`src/rtl/dac_stream_tx.sv`:
```
// J2 DAC transmit path: buffers fabric samples in a small FIFO and plays them out
// on the DAC data bus with a divided sample clock. The DAC latches on the rising edge.
module dac_stream_tx #(
   parameter int                DATA_W     = 8,
   parameter int                FIFO_DEPTH = 8,
   parameter int                HALF_DIV   = 2,
   parameter logic [DATA_W-1:0] IDLE_CODE  = DATA_W'('h80)
) (
   input  logic                            i_clk,
   input  logic                            i_rst_n,
   input  logic                            i_en,
   input  logic [DATA_W-1:0]               i_sample,
   input  logic                            i_valid,
   output logic                            o_ready,
   output logic                            o_J2_DA_CLK,
   output logic [DATA_W-1:0]               o_J2_DA_PORT,
   output logic [$clog2(FIFO_DEPTH):0]     o_fifo_level,
   output logic                            o_underrun,
   input  logic                            i_clr_underrun
);

   localparam int PTR_W = $clog2(FIFO_DEPTH);
   localparam int LVL_W = PTR_W + 1;
   localparam int CNT_W = (HALF_DIV > 1) ? $clog2(HALF_DIV) : 1;

   typedef enum logic {IDLE, RUN} state_t;

   state_t               state, state_nxt;
   logic [CNT_W-1:0]     cnt, cnt_nxt;
   logic                 da_clk, da_clk_nxt;
   logic [DATA_W-1:0]    da_port, da_port_nxt;
   logic [DATA_W-1:0]    mem [FIFO_DEPTH];
   logic [PTR_W-1:0]     wr_ptr, rd_ptr;
   logic [LVL_W-1:0]     level;
   logic                 underrun;
   logic                 push, pop, load, uflow, empty;

   assign empty        = (level == '0);
   assign o_ready      = (level != LVL_W'(FIFO_DEPTH));
   assign push         = i_valid && o_ready;
   assign o_J2_DA_CLK  = da_clk;
   assign o_J2_DA_PORT = da_port;
   assign o_fifo_level = level;
   assign o_underrun   = underrun;

   // Sequencer: a load tick happens on entry to RUN and on every falling edge of the DAC clock.
   always_comb begin
      state_nxt   = state;
      cnt_nxt     = cnt;
      da_clk_nxt  = da_clk;
      da_port_nxt = da_port;
      load        = 1'b0;
      pop         = 1'b0;
      uflow       = 1'b0;
      case (state)
         IDLE: begin
            if (i_en) begin
               state_nxt  = RUN;
               cnt_nxt    = '0;
               da_clk_nxt = 1'b0;
               load       = 1'b1;
            end
         end
         RUN: begin
            if (cnt == CNT_W'(HALF_DIV - 1)) begin
               cnt_nxt    = '0;
               da_clk_nxt = !da_clk;
               // Enable is only honoured at period boundaries so the DAC never sees a runt pulse.
               if (da_clk) begin
                  if (i_en) begin
                     load = 1'b1;
                  end else begin
                     state_nxt   = IDLE;
                     da_port_nxt = IDLE_CODE;
                  end
               end
            end else begin
               cnt_nxt = cnt + CNT_W'(1);
            end
         end
         default: state_nxt = IDLE;
      endcase
      if (load) begin
         if (!empty) begin
            pop         = 1'b1;
            da_port_nxt = mem[rd_ptr];
         end else begin
            uflow = 1'b1;
         end
      end
   end

   always_ff @(posedge i_clk) begin
      if (!i_rst_n) begin
         state    <= IDLE;
         cnt      <= '0;
         da_clk   <= 1'b0;
         da_port  <= IDLE_CODE;
         wr_ptr   <= '0;
         rd_ptr   <= '0;
         level    <= '0;
         underrun <= 1'b0;
      end else begin
         state   <= state_nxt;
         cnt     <= cnt_nxt;
         da_clk  <= da_clk_nxt;
         da_port <= da_port_nxt;
         if (push) wr_ptr <= wr_ptr + PTR_W'(1);
         if (pop)  rd_ptr <= rd_ptr + PTR_W'(1);
         case ({push, pop})
            2'b10:   level <= level + LVL_W'(1);
            2'b01:   level <= level - LVL_W'(1);
            default: level <= level;
         endcase
         if (uflow)               underrun <= 1'b1;
         else if (i_clr_underrun) underrun <= 1'b0;
      end
   end

   // Storage carries no reset; occupancy is tracked by the pointers and level alone.
   always_ff @(posedge i_clk) begin
      if (push) mem[wr_ptr] <= i_sample;
   end

endmodule

```
`config.mk`:
```
export PLATFORM = sky130hd
export DESIGN_NAME = dac_stream_tx
export DESIGN_NICKNAME = d
export VERILOG_FILES = /design/src/rtl/dac_stream_tx.sv
export SDC_FILE = /design/constraint.sdc
export NUM_CORES = 1
export LEC_CHECK = 0
export ABC_AREA = 1
export CAP_MARGIN = 20
export CORE_MARGIN = 3
export CORE_UTILIZATION = 45
export DETAILED_ROUTE_END_ITERATION = 8
export SETUP_SLACK_MARGIN = 0.1
export SLEW_MARGIN = 20
export SYNTH_ARGS = -nofsm -noshare
export SYNTH_HDL_FRONTEND = slang
export SYNTH_SLANG_ARGS = --single-unit
```
`constraint.sdc`:
```
create_clock -name i_clk -period 2.5 [get_ports i_clk]
set_clock_uncertainty 0.05 [all_clocks]
set_input_delay 0.75 -clock i_clk [delete_from_list [all_inputs] [get_ports i_clk]]
set_output_delay 0.75 -clock i_clk [all_outputs]
set_load 0.02 [all_outputs]
```
==> reports/metrics.cfg <==
[sta]
rsz0062_at_grt=false
slew_viol_final=0
relSlewSlack_pct=61.7
fin_crit_sh_pct=87.6
tightestPinTransition_ns=0.574
finalWorstPathRequiredPeriod_ns=2.19
fmax_ghz=0.456
setup_viol=0
hold_violations=0

[global_route]
grt_max_degree=33
grt-ovfl-total=0
grt_pass1_vias=2285
antenna_found_initial=0
grt_pass1_wl_um=11600
grt.total_usage_pct=17.6

[placement]
dp_cells=457
routabilityCongestion=0.757
io_buffer_count=27
hpwlAfterDp_um=4580

[synthesis]
synth-edff-count=64
netlist_instances=324
yosysMostFrequentCell=nor2_1
yosys-top-cells-area=edfxtp_1 (54%), dfxtp_1 (14%), nor2_1 (6.8%), nand2_1 (3.1%), o211ai_1 (3.1%)
ys_types=27
synth_seq_cells=89
synth_fp_nets=342
netlist_area_um2=3580
synth_common_cells=nor2_1 (65), edfxtp_1 (64), nand2_1 (30)
synth_top_cell_by_area=edfxtp_1
yosysWarnings=0
seq_area_frac_synth_pct=67.6
synthArstFlopShare_pct=0
yosys_most_used_dff=edfxtp_1
synth_top_area_share_pct=53.6
post_synth.cell_area_avg_um2=11.1

[power_and_ir_drop]
p_per_area_nw_per_um2=907
vdd_drop_max_v=0.000404
p_leak_nw=1.59

[route]
wl_per_cell_um=15.4
wirelength_um=7300
vias=2437
avgViaCountPerCell=5.15
final_antenna_net_count=0
drc_errors=0
firstDrtPassIters=4
drtIter0Drc=126

[floorplanning]
row_count=31
start_util_pct=47.9
die_h_um=95.2
io_pins=28
core_um2=7490
die_w_um=95.2
dieArea_um2=9070

[final_layout]
layout.nets=387
area_growth_pct=20.0
drive_gt1_share_pct=13.6
postLayoutCoreUtil_pct=57.5
antenna_cells=0
final_cells=473

[cts]
cts_tree=built
cts_htree_levels=3
cts_setup_buffers=0
clock_path_buffers=2
clock_latency_ns=0.35
path_clk_slew_ns=0.09
cts_sinks=89
numCtsBuffers=9
root_buffer=clkbuf_8

[worst_setup_path]
arrival_ns=1.39
cp-start-kind=flip-flop
cp_cell_sequence=clkdlybuf4s50_1
crit_required_ns=1.70
crit_slowest_cell=clkdlybuf4s50_1
worstSetupPathType=flip-flop to output port
cp_top_family=buffers and inverters
cpPeakStageDelay_ns=0.64
crit_buf_inv=1
worstPathMaxFanout=4
worstSetupEndpointType=output port

[run]
drv_cap=0

[outcome]
status=complete, no violations

[worst_hold_path]
min_path_type=flip-flop to flip-flop

## state kept, by name, summed over array words and instances (netlist names), named ones only
register and count:
state 1, mem 64, o_underrun 1, rd_ptr 3, cnt 1, o_fifo_level 4, o_J2_DA_PORT 8, wr_ptr 3
o_J2_DA_CLK 1
## cells in the final DEF (no fill, tap or decap), types with 9 or more instances in the layout
cell type / instances
nand2_1: 29
o211ai_1: 15
nand3_1: 22
nor2_1: 65
buf_4: 18
inv_1: 19
dfxtp_1: 23
o21ai_0: 22
clkbuf_8: 9
o21ai_1: 17
clkdlybuf4s50_1: 25
a21oi_1: 9
edfxtp_1: 64
## cell families after synthesis
| family | share of synthesized area, % |
|---|---|
| simple gates | 15.4 |
| flops | 67.6 |
| compound gates | 10.7 |
| buf+inv | 4.05 |
| fa+ha+maj | 1.75 |
| xor+xnor | 0.489 |
## worst reg2reg max path, cell delays in order, from the launching register on
cell     delay, ns
dfxtp_2       0.36
nor2_2        0.17
nand3_1       0.13
nand2_4       0.12
inv_6         0.03
ha_2          0.18
nor2_1        0.12
nor2_2        0.06
ha_1          0.18
a21oi_2       0.11
xnor2_1       0.08
o21ai_0       0.14
inv_1         0.05
## metal layers
metal,track usage (%),vias to the layer above,wire length [µm]
li1,-,1224,-
met1,25.1,1154,3450
met2,27.0,50,3440
met3,3.08,9,318
met4,6.13,0,97
met5,0,-,0
## path summary, 6_finish.rpt
path / slack, ns / to / depth (start not counted) / from
worst max-delay path: 0.31 / o_fifo_level[3] / 1 / o_fifo_level[3]
worst min-delay path: 0.42 / o_J2_DA_PORT[6] / 2 / o_J2_DA_PORT[6]
worst max register to register: 0.62 / o_fifo_level[2] / 12 / o_fifo_level[0]
worst min register to register: 0.42 / o_J2_DA_PORT[6] / 2 / o_J2_DA_PORT[6]
## cell type report
type	count	area, µm²
Fill cell	634	3180
Sequential cell	89	2420
Multi-Input combinational cell	202	1020
Timing Repair Buffer	45	410
Clock buffer	9	124
Tap cell	99	124
Clock inverter	7	106
Inverter	22	87.6
## repair_timing
item                                   CTS  global route
endpoints found under the hold margin    0             0
setup endpoints to repair                1             3
resized for setup                        1             6
pin swaps                                0             1
hold buffers                             0             0
## where the power goes
group          switching [mW]  internal, mW
Combinational           0.583         0.383
Sequential             0.0932          1.71
Clock                   0.551         0.585
Total                    1.23          2.67
## stage by stage
step / setup TNS [ns] / worst slack, ns / power (mW) / instance area, µm² / hold slack [ns]
6_report: 0 / 0.309 / 3.90 / 4300 / 0.419
5_1_grt: 0 / 0.246 / 4.13 / 4300 / 0.440
4_1_cts: 0 / 0.100 / 3.92 / 4290 / 0.423
3_5_place_dp: -0.515 / -0.272 / 2.80 / 4060 / 0.407
3_3_place_gp: -0.393 / -0.223 / 2.78 / 4060 / 0.404
2_1_floorplan: 0 / 0.245 / 2.45 / 3580 / 0.399
Note: power is estimated with default switching activity, not from simulation.
